## config.mk

```make
export PLATFORM = sky130hd
export DESIGN_NAME = cam_capture
export DESIGN_NICKNAME = d
export VERILOG_FILES = /design/src/rtl/cam_capture_pkg.sv /design/src/rtl/cam_capture_sync_edge.sv /design/src/rtl/cam_capture.sv
export SDC_FILE = /design/constraint.sdc
export NUM_CORES = 1
export LEC_CHECK = 0
export ABC_CLOCK_PERIOD_IN_PS = 4700
export CAP_MARGIN = 20
export CORE_MARGIN = 4
export CORE_UTILIZATION = 35
export CTS_CLUSTER_DIAMETER = 100
export DETAILED_ROUTE_END_ITERATION = 6
export SYNTH_ARGS = -nofsm -noshare
export SYNTH_HDL_FRONTEND = slang
export SYNTH_SLANG_ARGS = --single-unit
export TNS_END_PERCENT = 5
```

## constraint.sdc

```tcl
create_clock -name clk_w -period 4.7 [get_ports clk_w]
set_input_delay 0.705 -clock clk_w [delete_from_list [all_inputs] [get_ports clk_w]]
set_output_delay 0.705 -clock clk_w [all_outputs]
set_load 0.02 [all_outputs]
```

## src/rtl/cam_capture_pkg.sv

```systemverilog
// Shared definitions for the camera capture path and its frame-buffer neighbours.
// Latency: n/a (types and constants only).
// Backpressure: n/a.
// Contents: capture FSM state encoding, default geometry, IMG_SIZE (the reserved black-pixel slot).
package cam_capture_pkg;

   typedef enum logic [1:0] {
      WAIT_VS    = 2'd0,
      WAIT_FRAME = 2'd1,
      CAPTURE    = 2'd2
   } state_t;

   localparam int AW_DEF     = 15;
   localparam int DW_DEF     = 12;
   localparam int WIDTH_DEF  = 160;
   localparam int HEIGHT_DEF = 120;

   // First address past the image; the buffer keeps it as the black pixel
   // and the VGA path reads it outside the active picture.
   localparam int IMG_SIZE = WIDTH_DEF * HEIGHT_DEF;

endpackage

```

## src/rtl/cam_capture_sync_edge.sv

```systemverilog
// Rise/fall detector: one registered copy of a signal already in the clk domain.
// Latency: edges are combinational against the registered copy (same-cycle detect).
// Backpressure: none.
// Ports: clk, rst_n (async active-low), sig in; rise/fall single-cycle strobes out.
module sync_edge (
   input  logic clk,
   input  logic rst_n,
   input  logic sig,
   output logic rise,
   output logic fall
);

   logic prev;

   always_ff @(posedge clk or negedge rst_n) begin
      if (!rst_n) prev <= 1'b0;
      else        prev <= sig;
   end

   assign rise = sig & ~prev;
   assign fall = ~sig & prev;

endmodule

```

## src/rtl/cam_capture.sv

```systemverilog
// OV7670 RGB444 byte-stream deserialiser and frame-buffer write-port driver.
// Latency: write strobe one clk_w after the second byte of a pixel; frame_done one clk_w after vsync rise.
// Backpressure: none; the buffer must accept one write per two clk_w cycles.
// Ports: clk_w, reset (async active-low), capture_en, vsync, href, px_data in;
//        addr_in/data_in/regwrite (buffer write port), frame_done/frame_err out.
module cam_capture
   import cam_capture_pkg::*;
#(
   parameter int AW     = AW_DEF,
   parameter int DW     = DW_DEF,
   parameter int WIDTH  = WIDTH_DEF,
   parameter int HEIGHT = HEIGHT_DEF
) (
   input  logic          clk_w,
   input  logic          reset,
   input  logic          capture_en,
   input  logic          vsync,
   input  logic          href,
   input  logic [7:0]    px_data,
   output logic [AW-1:0] addr_in,
   output logic [DW-1:0] data_in,
   output logic          regwrite,
   output logic          frame_done,
   output logic          frame_err
);

   localparam int CW = $clog2(WIDTH + 1);
   localparam int RW = $clog2(HEIGHT + 1);

   state_t        state;
   logic [CW-1:0] col;
   logic [RW-1:0] row;
   logic [AW-1:0] row_base;
   logic          phase;
   logic          err;
   logic [3:0]    red;

   logic vs_rise, vs_fall, href_fall, href_rise_unused;

   sync_edge u_vs_edge (
      .clk   (clk_w),
      .rst_n (reset),
      .sig   (vsync),
      .rise  (vs_rise),
      .fall  (vs_fall)
   );

   sync_edge u_href_edge (
      .clk   (clk_w),
      .rst_n (reset),
      .sig   (href),
      .rise  (href_rise_unused),
      .fall  (href_fall)
   );

   logic          col_open, row_open, eol, line_bad;
   logic [RW-1:0] row_after;

   assign col_open = (col < CW'(WIDTH));
   assign row_open = (row < RW'(HEIGHT));
   // vsync rising while href is still high closes the line in the same cycle.
   assign eol      = href_fall | (vs_rise & href);
   // Short line, dangling odd byte, or a line beyond the last row.
   assign line_bad = (col != CW'(WIDTH)) | phase | ~row_open;
   // Row count as it stands once this cycle's end-of-line is applied, so the
   // frame check sees the line check's effect first.
   assign row_after = (eol && row_open) ? row + RW'(1) : row;

   always_ff @(posedge clk_w or negedge reset) begin
      if (!reset) begin
         state      <= WAIT_VS;
         col        <= '0;
         row        <= '0;
         row_base   <= '0;
         phase      <= 1'b0;
         err        <= 1'b0;
         red        <= '0;
         addr_in    <= '0;
         data_in    <= '0;
         regwrite   <= 1'b0;
         frame_done <= 1'b0;
         frame_err  <= 1'b0;
      end else begin
         regwrite   <= 1'b0;
         frame_done <= 1'b0;
         case (state)
            // Wait for blanking so capture always starts on a whole frame.
            WAIT_VS: begin
               if (vsync) state <= WAIT_FRAME;
            end
            WAIT_FRAME: begin
               if (vs_fall && capture_en) begin
                  state    <= CAPTURE;
                  col      <= '0;
                  row      <= '0;
                  row_base <= '0;
                  phase    <= 1'b0;
                  err      <= 1'b0;
               end
            end
            CAPTURE: begin
               if (eol) begin
                  if (line_bad) err <= 1'b1;
                  col   <= '0;
                  phase <= 1'b0;
                  if (row_open) begin
                     row      <= row + RW'(1);
                     row_base <= row_base + AW'(WIDTH);
                  end
               end else if (href) begin
                  if (!phase) begin
                     red   <= px_data[3:0];
                     phase <= 1'b1;
                  end else begin
                     phase <= 1'b0;
                     // Guarding on both bounds keeps every write below IMG_SIZE.
                     if (col_open && row_open) begin
                        regwrite <= 1'b1;
                        addr_in  <= row_base + AW'(col);
                        data_in  <= DW'({red, px_data});
                     end else begin
                        err <= 1'b1;
                     end
                     if (col_open) col <= col + CW'(1);
                  end
               end
               if (vs_rise) begin
                  frame_done <= 1'b1;
                  frame_err  <= err | (eol & line_bad) | (row_after != RW'(HEIGHT));
                  state      <= WAIT_FRAME;
               end
            end
            default: state <= WAIT_VS;
         endcase
      end
   end

endmodule

```

## Yosys cells after proc, flatten, opt, wreduce, memory -nomap -nowiden

Cells that the tools add are included.

| word-level totals | value |
|---|---|
| input port bits | 13 |
| memory bits (read-only) | 0 |
| output and inout port bits | 30 |
| bits in writable memories | 0 |
| word-level logic and storage cells | 100 |
| memories kept | 0 |
| register bits after elaboration | 70 |
| latch bits | 0 |

| cells by class | value |
|---|---|
| multiply operators | 0 |
| reduce and logical (&&, ||, !) cells | 13 |
| equal/unequal tests | 14 |
| shift operators | 0 |
| muxes and demuxes | 37 |
| divide/modulo/power cells | 0 |
| $lt $le $gt $ge | 2 |
| bitwise operators | 16 |
| $add $sub $neg | 4 |

Operators with widths:

| cell | count |
|---|---|
| two-way mux 15 bit | 3 |
| two-way mux 8 bit | 5 |
| one-hot mux 15 bit (2 select lines) | 1 |
| two-way mux 7 bit | 4 |
| two-way mux 1 bit | 16 |
| one-hot mux 8 bit (2 select lines) | 1 |
| adder 15 x 8 -> 15 bit | 1 |
| adder 15 x 8 -> 15 bit (second input constant) | 1 |
| != test 3 bit (second input constant) | 5 |
| one-hot mux 7 bit (2 select lines) | 1 |
| != test 2 bit (second input constant) | 5 |
| AND reduction 5 bit | 2 |
| adder 8 x 1 -> 8 bit (second input constant) | 1 |
| less-than comparator 8 bit (second input constant) | 1 |
| != test 8 bit (second input constant) | 1 |
| AND reduction 4 bit | 2 |
| adder 7 x 1 -> 7 bit (second input constant) | 1 |
| less-than comparator 7 bit (second input constant) | 1 |
| != test 7 bit (second input constant) | 1 |
| two-way mux 2 bit | 3 |
| NOT 1 bit | 6 |
| one-hot mux 2 bit (3 select lines) | 1 |
| AND reduction 3 bit | 2 |
| AND reduction 6 bit | 1 |
| other kinds (9) | 20 |

## Longest topological paths before layout

| depth | value |
|---|---|
| depth in word-level cells | 8 |
| mapped depth | 7 |

## Cells and area by module

From an unflattened synthesis, not the netlist that was laid out.

| second synthesis, totals | value |
|---|---|
| cells, all modules | 296 |
| area total of the unflattened synthesis | 3353.2 um2 |

By module, submodules not included:

| module | cells each | instances | area an instance (um2) |
|---|---|---|---|
| cam_capture | 290 | 1 | 3273.1 |
| sync_edge | 3 | 2 | 40.0 |

## Least setup slack after synthesis

Ideal clock, no wire load.

| timing | value |
|---|---|
| kind | input to register |
| from | input port vsync |
| to | register data_in[6] |
| cell stages on the path | 7 |
| setup slack | 2550 ps |
| arrival time | 2026 ps |
| required time | 4575 ps |
| buffers on the path | 2 |
| cell sequence | and2b_2 -> nor2_1 -> nand4_1 -> nor2b_1 -> buf_2 -> buf_4 -> mux2_2 |

| between the ends | value |
|---|---|
| longest elaborated chain between the ends | 5 |

Ends and longest elaborated chain:

| element | RTL line | source |
|---|---|---|
| start, declared | cam_capture.sv:17 | `input logic vsync,` |
| AND 1 bit | cam_capture_sync_edge.sv:20 | `assign rise = sig & ~prev;` |
| AND 1 bit | cam_capture.sv:62 | `assign eol = href_fall \| (vs_rise & href);` |
| OR 1 bit | cam_capture.sv:62 |  |
| NOT 1 bit (no source line) | - |  |
| AND reduction 5 bit (no source line) | - |  |
| end signal, assigned | cam_capture.sv:120 | `data_in <= DW'({red, px_data});` |
| end, declared | cam_capture.sv:21 | `output logic [DW-1:0] data_in,` |

No other way between the ends.
A chain may end at the register's enable or synchronous reset.

## Worst setup path after layout

| timing | value |
|---|---|
| from | input port vsync |
| to | register addr_in[0] |

| between the ends | value |
|---|---|
| longest elaborated chain between the ends | 5 |

Ends and longest elaborated chain:

| element | RTL line | source |
|---|---|---|
| AND 1 bit | cam_capture_sync_edge.sv:20 |  |
| AND 1 bit | cam_capture.sv:62 |  |
| OR 1 bit | cam_capture.sv:62 |  |
| NOT 1 bit (no source line) | - |  |
| AND reduction 5 bit (no source line) | - |  |
| end signal, assigned | cam_capture.sv:119 | `addr_in <= row_base + AW'(col);` |
| end, declared | cam_capture.sv:20 | `output logic [AW-1:0] addr_in,` |

No other way between the ends.

==> impl_metrics.py <==
metrics = {
    "timing": {
        "fin_ws_ps": 1640,
        "rsz0062_at_grt": "no",
        "fmaxAchievable_mhz": 327,
        "slew_viol_final": 0,
        "finalSetupViolCount": 0,
        "min_period_ps": 3060,
        "skew_ps": 6.65,
        "fin_setup_tns_ps": 0,
        "holdWs_ps": 418,
        "worst_slew_pin_slew_ps": 932,
        "finalCritPeriodShare_pct": 65.1,
        "slew_headroom_pct": 37.7,
        "hold_viol_final": 0,
    },
    "detailed_routing": {
        "drc_errors": 0,
        "vias_per_cell": 5.17,
        "ant_nets": 0,
        "wl_per_cell_um": 14.5,
        "num_vias": 2289,
        "drt_iter0_drc": 68,
        "drt_wl_total_mm": 6.42,
        "first_pass_iters": 4,
    },
    "synthesis": {
        "yosys.area.top_type": "dfrtp_1",
        "synthMostInstantiatedCell": "dfrtp_1",
        "ys_types": 53,
        "netlist_area_um2": 3190,
        "synthTopCellsByCount": "dfrtp_1 (65), mux2_2 (31), o21ai_0 (29), nand3_1 (16), nor2_1 (14)",
        "netlist_instances": 287,
        "syn_nets": 307,
        "yosys-top-cells-area": "dfrtp_1 (51%), mux2_2 (11%), o21ai_0 (4.6%)",
        "yosysTopAreaCellShare_pct": 51.0,
        "ys_ff_latch": 65,
        "synth.avg_cell_area_um2": 11.1,
        "yosys_warnings": 0,
        "seq_area_frac_synth_pct": 51.0,
        "synth_edf_count": 0,
        "synth-async-reset-ratio_pct": 100,
        "synth-main-ff-cell": "dfrtp_1",
    },
    "finish": {
        "nNetsFinal": 350,
        "drive_gt1_share_pct": 19.1,
        "area_growth_syn_to_layout_pct": 23.1,
        "stdcell_count": 443,
        "diodes": 0,
    },
    "place": {
        "io_buffers": 42,
        "place.gp.congestion": 0.818,
        "dp_hpwl_mm": 4.48,
        "post-place-ws_ps": 1220,
        "placed_cells": 427,
    },
    "critical_path": {
        "slowest_stage": "nor2b_2",
        "crit_cells": 7,
        "cp_top_family": "simple AND/OR/NAND/NOR gates",
        "path_buf_inv": 2,
        "crit_type": "in -> reg",
        "required_ps": 4930,
        "rrSetupSlack_ps": 2040,
        "worstPathMaxFanout": 15,
        "timing.rr.start": "col[5]$_DFFE_PN0P_",
        "r2r_cells": 5,
        "cp.arrival_ps": 3290,
        "path_cells": "clkdlybuf4s50_1, and2b_2, nor2_1, nand4_1, nor2b_2, buf_4, mux2_2",
        "critPathCaptureType": "register",
        "cp-start-kind": "input port",
        "cp_slowest_stage_delay_ps": 670,
        "r2r-end": "addr_in[0]$_DFFE_PN0P_",
    },
    "floorplanning": {
        "core_um2": 8810,
        "dieHeight_um": 103,
        "initial_core_util_pct": 36.2,
        "rows": 34,
        "die_w_um": 103,
        "die_area_um2": 10700,
        "io_pins": 43,
    },
    "flow_run": {
        "maxCapViolCount": 0,
    },
    "power_and_ir_drop": {
        "seq_power_share_pct": 48.5,
        "power.density_nw_per_um2": 323,
        "ir_worst_vdd_mv": 0.156,
        "power.internal_uw": 960,
        "p_leak_nw": 1.78,
        "p_switching_uw": 306,
        "clkPwrFrac_pct": 42.4,
        "switching_share_pct": 24.2,
        "power.total_mw": 1.27,
        "combinationalPowerShare_pct": 9.2,
    },
    "global_routing": {
        "grt_pass1_vias": 2363,
        "grt_pass1_wl_mm": 11.1,
        "grt-ovfl-total": 0,
        "grt_usage_pct": 13.3,
        "antenna_found_initial": 0,
        "grt_max_degree": 34,
    },
    "clock_network": {
        "clkSinkCount": 65,
        "cts-hold-fix-buffers": 0,
        "clockBufferDepth": 2,
        "clk_pin_slew_worst_paths_ps": 70,
        "insertion_delay_ps": 340,
        "cts.repair.resized": 0,
        "ctsHtreeMaxLevel": 3,
        "root_buffer": "clkbuf_8",
        "numCtsBuffers": 9,
        "cts_tree": "yes",
        "cts_setup_buffers": 0,
    },
    "run_status": {
        "outcome": "finished clean",
    },
    "hold_path": {
        "hold_class": "in -> async",
    },
}
## final cells by class
class / instances / area (um^2)
inverter: 5 / 18.8
multi-input combinational: 205 / 1490
sequential: 65 / 1630
tap: 108 / 135
fill: 805 / 4880
timing repair buffer: 44 / 430
clock buffer: 10 / 138
clock inverter: 6 / 91.3
## worst reg2reg max path, delay by kind of cell (launching register included)
kind	cells	cell delay (ps)
AOI/OAI and AO/OA	1	330
DFF	1	450
and+or+nand+nor	2	1030
buffers and inverters	1	360
muxes	1	370
## registers in the layout, summed over array words and instances (netlist names), 2 cells and up
signal	count
addr_in	15
col	8
data_in	12
red	4
row	7
row_base	10
state	2
## cells by family (layout without fill, tap and decap cells)
| group | Yosys count | count (layout) | share of synthesized area [%] |
|---|---|---|---|
| compound gates | 58 | 58 | 10.9 |
| xor+xnor | 14 | 14 | 3.84 |
| fa+ha+maj | 7 | 7 | 2.75 |
| buf+inv | 17 | 65 | 2.71 |
| flops | 65 | 65 | 51.0 |
| mux | 31 | 31 | 10.9 |
| simple gates | 95 | 95 | 17.9 |
## stage by stage
step	area, um^2	util, %
final	3930	44.6
after floorplan	3190	-
after global routing	3930	44.6
after detailed placement	3700	42.0
after global placement	3700	42.0
after CTS	3930	44.6
## layout by cell type (no fill, tap or decap), drive strengths merged, types with 5 or more instances in the layout
cell	instances
clkdlybuf4s50	41
nor2	14
xnor2	6
clkbuf	10
a21oi	8
nor3	6
o21ai	30
ha	7
mux2	31
nand2	11
dfrtp	65
and3	6
nand2b	6
nand3	16
nor3b	6
xor2	8
inv	5
## power groups by stage
| stage | Clock (mW) | Sequential (mW) | Combinational [mW] |
|---|---|---|---|
| finish | 0.537 | 0.614 | 0.116 |
| global route | 0.580 | 0.618 | 0.131 |
| CTS | 0.554 | 0.613 | 0.118 |
| detailed placement | 0 | 0.624 | 0.118 |
| global placement | 0 | 0.623 | 0.116 |
| floorplan | 0 | 0.629 | 0.0530 |
## metal layers
layer	wire length [um]	part of all wire, %	vias up	global-route usage (%)
met2	2960	46	48	20.6
li1	-	-	1129	-
met3	276	4.3	10	3.29
met1	3070	48	1102	17.4
met4	116	1.8	0	6.57
met5	0	0	-	0
## worst max path at each step
stage / end / slack (ps) / from
6_report: addr_in[0]$_DFFE_PN0P_ / 1640 / vsync
5_1_grt: addr_in[0]$_DFFE_PN0P_ / 1470 / vsync
4_1_cts: addr_in[0]$_DFFE_PN0P_ / 1570 / vsync
3_5_place_dp: addr_in[0]$_DFFE_PN0P_ / 1220 / vsync
3_3_place_gp: addr_in[0]$_DFFE_PN0P_ / 1330 / vsync
2_1_floorplan: data_in[6]$_DFFE_PN0P_ / 2550 / vsync
No activity file was read; power rests on OpenSTA's default activity.
